**config.mk**
```make
export PLATFORM = sky130hd
export DESIGN_NAME = match_controller_flat
export DESIGN_NICKNAME = d
export VERILOG_FILES = /design/src/rtl/match_controller_if.sv /design/src/rtl/match_controller.sv /design/src/flat_wrapper.sv
export SDC_FILE = /design/constraint.sdc
export NUM_CORES = 1
export LEC_CHECK = 0
export ABC_AREA = 1
export ABC_CLOCK_PERIOD_IN_PS = 2400
export CAP_MARGIN = 25
export CORE_AREA = 2 2 62 75
export DETAILED_ROUTE_END_ITERATION = 16
export DIE_AREA = 0 0 64 77
export PLACE_DENSITY_LB_ADDON = 0.25
export RECOVER_POWER = 25
export REMOVE_ABC_BUFFERS = 1
export SLEW_MARGIN = 0
export SYNTH_ARGS = -nofsm -noshare
export SYNTH_HDL_FRONTEND = slang
export SYNTH_SLANG_ARGS = --single-unit
```
**constraint.sdc**
```tcl
create_clock -name clk -period 2.4 [get_ports clk]
set_input_delay 0.48 -clock clk [delete_from_list [all_inputs] [get_ports clk]]
set_output_delay 0.48 -clock clk [all_outputs]
set_load 0.05 [all_outputs]
```
**src/rtl/match_controller_if.sv**
```systemverilog
// Bundle of the controller's game-side signals: match start request and
// health inputs in, core gating and scoreboard status out.
interface match_controller_if;
  logic       start;
  logic [2:0] right_health;
  logic [2:0] left_health;
  logic       game_rst_n;
  logic       input_enable;
  logic [2:0] state;
  logic [7:0] round_time;
  logic [2:0] round_num;
  logic [1:0] right_wins;
  logic [1:0] left_wins;
  logic [1:0] round_winner;
  logic [1:0] match_winner;
  logic       match_done;

  // Controller side
  modport slave (
    input  start, right_health, left_health,
    output game_rst_n, input_enable, state, round_time, round_num,
           right_wins, left_wins, round_winner, match_winner, match_done
  );

  // Game top / driver side
  modport master (
    output start, right_health, left_health,
    input  game_rst_n, input_enable, state, round_time, round_num,
           right_wins, left_wins, round_winner, match_winner, match_done
  );
endinterface

```
**src/rtl/match_controller.sv**
```systemverilog
// Round/match sequencer: gates the game core, runs the round clock, judges
// KO/timeout, tallies round wins and declares the best-of-N match winner.
module match_controller #(
  parameter int TICK_DIV        = 1000,
  parameter int COUNTDOWN_TICKS = 3,
  parameter int ROUND_TICKS     = 60,
  parameter int WINS_TO_MATCH   = 2,
  parameter int MAX_ROUNDS      = 5
) (
  input  logic               clk,
  input  logic               rst_n,
  match_controller_if.slave  bus
);

  typedef enum logic [2:0] {
    ST_IDLE          = 3'd0,
    ST_RESET_PLAYERS = 3'd1,
    ST_COUNTDOWN     = 3'd2,
    ST_FIGHT         = 3'd3,
    ST_ROUND_END     = 3'd4,
    ST_MATCH_OVER    = 3'd5
  } state_t;

  localparam int PW = $clog2(TICK_DIV);
  localparam int CW = (COUNTDOWN_TICKS > 1) ? $clog2(COUNTDOWN_TICKS) : 1;

  localparam logic [1:0] RES_NONE  = 2'b00;
  localparam logic [1:0] RES_LEFT  = 2'b01;
  localparam logic [1:0] RES_RIGHT = 2'b10;
  localparam logic [1:0] RES_DRAW  = 2'b11;

  state_t          state_q, state_d;
  logic [PW-1:0]   presc_q, presc_d;
  logic [CW-1:0]   cd_q, cd_d;
  logic [7:0]      rt_q, rt_d;
  logic [2:0]      rn_q, rn_d;
  logic [1:0]      lw_q, lw_d;
  logic [1:0]      rw_q, rw_d;
  logic [1:0]      rwin_q, rwin_d;
  logic [1:0]      mwin_q, mwin_d;
  logic            grst_n_q, ie_q, done_q;
  logic            tick;
  logic [1:0]      result;

  assign tick = (presc_q == PW'(TICK_DIV - 1));

  // KO/timeout judge; KO always outranks the timeout comparison
  always_comb begin
    result = RES_NONE;
    if (bus.left_health == 3'd0 && bus.right_health == 3'd0) result = RES_DRAW;
    else if (bus.left_health == 3'd0)                        result = RES_RIGHT;
    else if (bus.right_health == 3'd0)                       result = RES_LEFT;
    else if (rt_q == 8'd0) begin
      if (bus.left_health > bus.right_health)      result = RES_LEFT;
      else if (bus.right_health > bus.left_health) result = RES_RIGHT;
      else                                         result = RES_DRAW;
    end
  end

  // Next-state, scoreboard and timer updates
  always_comb begin
    state_d = state_q;
    cd_d    = cd_q;
    rt_d    = rt_q;
    rn_d    = rn_q;
    lw_d    = lw_q;
    rw_d    = rw_q;
    rwin_d  = rwin_q;
    mwin_d  = mwin_q;
    case (state_q)
      ST_IDLE: begin
        if (bus.start) begin
          state_d = ST_RESET_PLAYERS;
          lw_d    = 2'd0;
          rw_d    = 2'd0;
          rn_d    = 3'd0;
          rwin_d  = RES_NONE;
        end
      end
      ST_RESET_PLAYERS: begin
        // prescaler doubles as the two-cycle hold counter
        if (presc_q == PW'(1)) state_d = ST_COUNTDOWN;
      end
      ST_COUNTDOWN: begin
        if (tick) begin
          if (cd_q == CW'(COUNTDOWN_TICKS - 1)) begin
            state_d = ST_FIGHT;
            rt_d    = 8'(ROUND_TICKS);
          end else begin
            cd_d = cd_q + 1'b1;
          end
        end
      end
      ST_FIGHT: begin
        if (tick && rt_q != 8'd0) rt_d = rt_q - 8'd1;
        if (result != RES_NONE) begin
          // wins and round count land on the ROUND_END entry edge
          state_d = ST_ROUND_END;
          rwin_d  = result;
          rn_d    = rn_q + 3'd1;
          if (result == RES_LEFT)  lw_d = lw_q + 2'd1;
          if (result == RES_RIGHT) rw_d = rw_q + 2'd1;
        end
      end
      ST_ROUND_END: begin
        if (tick) begin
          if (lw_q == 2'(WINS_TO_MATCH) || rw_q == 2'(WINS_TO_MATCH) ||
              rn_q == 3'(MAX_ROUNDS)) begin
            state_d = ST_MATCH_OVER;
            if (lw_q > rw_q)      mwin_d = RES_LEFT;
            else if (rw_q > lw_q) mwin_d = RES_RIGHT;
            else                  mwin_d = RES_DRAW;
          end else begin
            state_d = ST_RESET_PLAYERS;
          end
        end
      end
      ST_MATCH_OVER: begin
        if (bus.start) begin
          state_d = ST_RESET_PLAYERS;
          lw_d    = 2'd0;
          rw_d    = 2'd0;
          rn_d    = 3'd0;
          rwin_d  = RES_NONE;
          mwin_d  = RES_NONE;
        end
      end
      default: state_d = ST_IDLE;
    endcase
    // every state entry restarts tick timing and the countdown tally
    if (state_d != state_q) cd_d = '0;
    presc_d = (state_d != state_q || tick) ? '0 : presc_q + 1'b1;
  end

  // State, counters and registered core-control outputs
  always_ff @(posedge clk) begin
    if (!rst_n) begin
      state_q  <= ST_IDLE;
      presc_q  <= '0;
      cd_q     <= '0;
      rt_q     <= 8'd0;
      rn_q     <= 3'd0;
      lw_q     <= 2'd0;
      rw_q     <= 2'd0;
      rwin_q   <= RES_NONE;
      mwin_q   <= RES_NONE;
      grst_n_q <= 1'b0;
      ie_q     <= 1'b0;
      done_q   <= 1'b0;
    end else begin
      state_q  <= state_d;
      presc_q  <= presc_d;
      cd_q     <= cd_d;
      rt_q     <= rt_d;
      rn_q     <= rn_d;
      lw_q     <= lw_d;
      rw_q     <= rw_d;
      rwin_q   <= rwin_d;
      mwin_q   <= mwin_d;
      grst_n_q <= !(state_d == ST_IDLE || state_d == ST_RESET_PLAYERS);
      ie_q     <= (state_d == ST_FIGHT);
      done_q   <= (state_d == ST_MATCH_OVER);
    end
  end

  assign bus.game_rst_n   = grst_n_q;
  assign bus.input_enable = ie_q;
  assign bus.state        = state_q;
  assign bus.round_time   = rt_q;
  assign bus.round_num    = rn_q;
  assign bus.right_wins   = rw_q;
  assign bus.left_wins    = lw_q;
  assign bus.round_winner = rwin_q;
  assign bus.match_winner = mwin_q;
  assign bus.match_done   = done_q;

endmodule

```
**src/flat_wrapper.sv**
```systemverilog
// flat-port wrapper written by rule: the top's interface ports become plain ports
module match_controller_flat 
#(
  parameter int TICK_DIV        = 1000,
  parameter int COUNTDOWN_TICKS = 3,
  parameter int ROUND_TICKS     = 60,
  parameter int WINS_TO_MATCH   = 2,
  parameter int MAX_ROUNDS      = 5
)
  (clk, rst_n, bus_start, bus_right_health, bus_left_health, bus_game_rst_n, bus_input_enable, bus_state, bus_round_time, bus_round_num, bus_right_wins, bus_left_wins, bus_round_winner, bus_match_winner, bus_match_done);
  match_controller_if bus_i ();
  input  logic clk;
  input  logic rst_n;
  input wire logic [$bits(bus_i.start)-1:0] bus_start;
  input wire logic [$bits(bus_i.right_health)-1:0] bus_right_health;
  input wire logic [$bits(bus_i.left_health)-1:0] bus_left_health;
  output wire logic [$bits(bus_i.game_rst_n)-1:0] bus_game_rst_n;
  output wire logic [$bits(bus_i.input_enable)-1:0] bus_input_enable;
  output wire logic [$bits(bus_i.state)-1:0] bus_state;
  output wire logic [$bits(bus_i.round_time)-1:0] bus_round_time;
  output wire logic [$bits(bus_i.round_num)-1:0] bus_round_num;
  output wire logic [$bits(bus_i.right_wins)-1:0] bus_right_wins;
  output wire logic [$bits(bus_i.left_wins)-1:0] bus_left_wins;
  output wire logic [$bits(bus_i.round_winner)-1:0] bus_round_winner;
  output wire logic [$bits(bus_i.match_winner)-1:0] bus_match_winner;
  output wire logic [$bits(bus_i.match_done)-1:0] bus_match_done;
  assign bus_i.start = bus_start;
  assign bus_i.right_health = bus_right_health;
  assign bus_i.left_health = bus_left_health;
  assign bus_game_rst_n = bus_i.game_rst_n;
  assign bus_input_enable = bus_i.input_enable;
  assign bus_state = bus_i.state;
  assign bus_round_time = bus_i.round_time;
  assign bus_round_num = bus_i.round_num;
  assign bus_right_wins = bus_i.right_wins;
  assign bus_left_wins = bus_i.left_wins;
  assign bus_round_winner = bus_i.round_winner;
  assign bus_match_winner = bus_i.match_winner;
  assign bus_match_done = bus_i.match_done;
  match_controller #(.TICK_DIV(TICK_DIV), .COUNTDOWN_TICKS(COUNTDOWN_TICKS), .ROUND_TICKS(ROUND_TICKS), .WINS_TO_MATCH(WINS_TO_MATCH), .MAX_ROUNDS(MAX_ROUNDS)) u_core (.clk(clk), .rst_n(rst_n), .bus(bus_i));
endmodule
```
==> results.md <==
* DP Wirelength at about 3900 um
* Die Width at approximately 64 um
* Clock Latency Late Sink at approximately 0.3 ns
* Num CTS Buffers at 5
* Worst hold path type: flip-flop to flip-flop
* Post-synth top cells: nor2_1 (63), nand2_1 (60), inv_1 (53)
* Fin. Hold Viols at 0
* Reg2Reg Depth at 10
* Arr. time, crit path at around 2.4 ns
* RePlAce Congestion at 0.840
* Global-route wire length before repair at 9180 um
* Worst hold slack at ~0.48 ns
* Vias in the first global route at 2,125
* Number of synthesized flops with an enable pin at 0
* Clock-pin transition on the worst setup and hold timing paths at 0.07 ns
* Cell area power density at 652 nW/um2
* Min Tclk post-route at 2.20 ns
* # setup viols final at 0
* Synthesized area per cell at approximately 6.6 um2
* GRT Util Overall at 0.233
* Async set-reset flop share out of synthesis at 0
* Iter 0 DRT Violations at 120
* Ports at 34
* Hold Crit Endpoint: u_core.presc_q[0]
* Post-Route M1 WL at 2200 um
* R2R Path End: u_core.bus.match_winner[1]
* CP Capture Type: flip-flop
* Slew of the pin with the lowest slew margin at 0.513 ns
* Hold Path Origin: u_core.presc_q[0]
* Met3 routed WL at 172 um
* Hold_buf cts at 0
* VDD IR max at ~0.00052 V
* Status: completed
* Fin area at around 2800 um2
* Post-synth top area share at 0.344
* Share of cells above drive strength 1 at 0.0882
* Total Wirelength at roughly 5000 um
* Achievable frequency at between 0.4 and 0.5 GHz
* Total area of multi-input combinational cells at 1230 um2
* Initial Util at 0.513
* Die Height at 77 um
* Clk buf depth at 2
* Register area share after synthesis at 0.344
* Row count at 26
* Max FO, Critical Path at 10
* Leak at roughly 1.4 nW
* Synth area leader: dfxtp_1
* Root buffer cell: clkbuf_8
* PnR Total Power at 0.00181 W
* Synthesized instance count at 325
* Most frequent cell after synthesis: nor2_1
* Met2 WL at between 2000 and 3000 um
* CP Launch Type: primary input
* Critical Path RT at 2.63 ns
* Top Metal Used: met4
* Placed Instances at between 400 and 500
* Sink Count at 37
* Hold Path Stages at 1
* CTS tree: yes
* CTS H-tree depth at 2
* Pin count of the biggest net entering global routing at 15
* Post-synthesis cell type count at 27
* Period utilization at 0.916
* DRT Pass-1 Iters at 6
* Fill count at between 300 and 400
* YS warnings at 0
* Top cells by area, synth: dfxtp_1 (34%), nor2_1 (11%), nand2_1 (10%)
* Crit. Startpoint: bus_right_health[2]
* Area growth from synthesis to layout at 29.2%
* Final ANT Viol Nets at 0
* Skew final at 0.00924 ns
* Final slew viol count at 0
* Ys flop type: dfxtp_1
* Reg-to-reg critical path startpoint: u_core.presc_q[0]
* Post-DR wirelength/cell at 11.7 um
* R2r setup slk at 0.34 ns
* Via count at 2,146
* GRT Residual Overflow at 0
* Placed inst area at 2620 um2
* Final non-filler cell total at 430
* Core area at around 4200 um2
* DIE AREA at 4930 um2
* Critical path type: primary input to flip-flop
* Max_cap viols at 0
* Remaining DRCs at 0
* Diode count at 0
* I/O Buffers at 33
* Via density at between 4 and 5
* Storage cell area at 741 um2
* Seq cells post-synth at 37
* Relative slew slack at 0.657
* Layout Nets at between 300 and 400
* Initial antenna violation count at 0
* Synthesized area at around 2200 um2
-- sequential cells by signal (all words and copies together), names as in the netlist --
name and cells:
u_core.cd_q 2, u_core.bus.left_wins 2, u_core.bus.right_wins 2, u_core.bus.match_winner 2
u_core.bus.round_num 3, u_core.bus.game_rst_n 1, u_core.presc_q 10, u_core.bus.state 3
u_core.bus.round_time 8, u_core.bus.round_winner 2, u_core.bus.input_enable 1, u_core.bus.match_done 1
-- through the flow --
stage          setup TNS, ns  setup slack (ns)  utilization
4_1_cts                    0             0.129        0.657
2_1_floorplan              0             0.360            -
3_3_place_gp           -1.36           -0.0960        0.625
5_1_grt              -0.0107           -0.0107        0.663
6_report                   0             0.202        0.663
3_5_place_dp           -2.49            -0.164        0.625
-- cells in the final DEF (no fill, tap or decap), types with 10 or more instances in the layout --
cell	n
a21oi_1	12
dlygate4sd3_1	12
inv_1	53
buf_4	10
ha_1	13
clkdlybuf4s50_1	21
nand2_1	60
nand3_1	25
nor2_1	61
dfxtp_1	37
o21ai_0	15
-- cell type report --
class | instances | area share
Sequential cell | 37 | 0.266
Inverter | 55 | 0.0742
Clock buffer | 5 | 0.0247
Timing Repair Buffer | 43 | 0.146
Clock inverter | 3 | 0.0234
Multi-Input combinational cell | 231 | 0.441
Tap cell | 56 | 0.0252
-- metal layers --
metal	up-vias	GRT usage
met1	974	0.267
li1	1124	-
met3	9	0.0425
met2	39	0.411
met5	-	0
met4	0	0.104
-- cell families after synthesis --
| logic type | after synthesis | synth area share |
|---|---|---|
| multiplexers | 1 | 0.00465 |
| adder cells (fa/ha/maj) | 14 | 0.0813 |
| AND/OR/NAND/NOR | 173 | 0.346 |
| AO/OA/AOI/OAI | 34 | 0.0877 |
| XOR/XNOR | 9 | 0.0366 |
| flip-flops | 37 | 0.344 |
| buffers and inverters | 57 | 0.0994 |
-- timing repair --
item                                    in CTS  in global routing
endpoints found under the setup margin       0                 20
gates resized for setup                      0                  5
endpoints found under the hold margin        0                  0
setup buffers                                0                  0
-- worst max-delay path, cell delays in order --
cell and delay (ns):
clkdlybuf4s50_1 0.45, inv_1 0.07, ha_4 0.28, nand2_1 0.06, nand2_1 0.07, inv_1 0.04, nand2_1 0.09, nand3_1 0.08
nand2_1 0.07, inv_1 0.06, nand3_2 0.09, nand2_1 0.08, nand2_1 0.08, nand2_1 0.08, nor2_4 0.14, nand2_4 0.10
nor2_1 0.10
-- power by group --
part,switching [W],internal (W),total [W],leakage [nW]
clock,0.000232,0.000413,0.000645,0.0681
sequential,0.0000350,0.000649,0.000684,0.300
combinational,0.000313,0.000172,0.000484,0.997
-- how the worst max path moves through the flow --
stage | endpoint | slack (ns) | depth (start not counted)
global placement | u_core.presc_q[9] | -0.1 | 17
CTS | u_core.presc_q[8] | 0.13 | 17
global route | u_core.presc_q[8] | -0.01 | 17
detailed placement | u_core.presc_q[3] | -0.16 | 17
finish | u_core.presc_q[8] | 0.20 | 17
floorplan | u_core.presc_q[0] | 0.36 | 13
No activity file was read; power rests on OpenSTA's default activity.
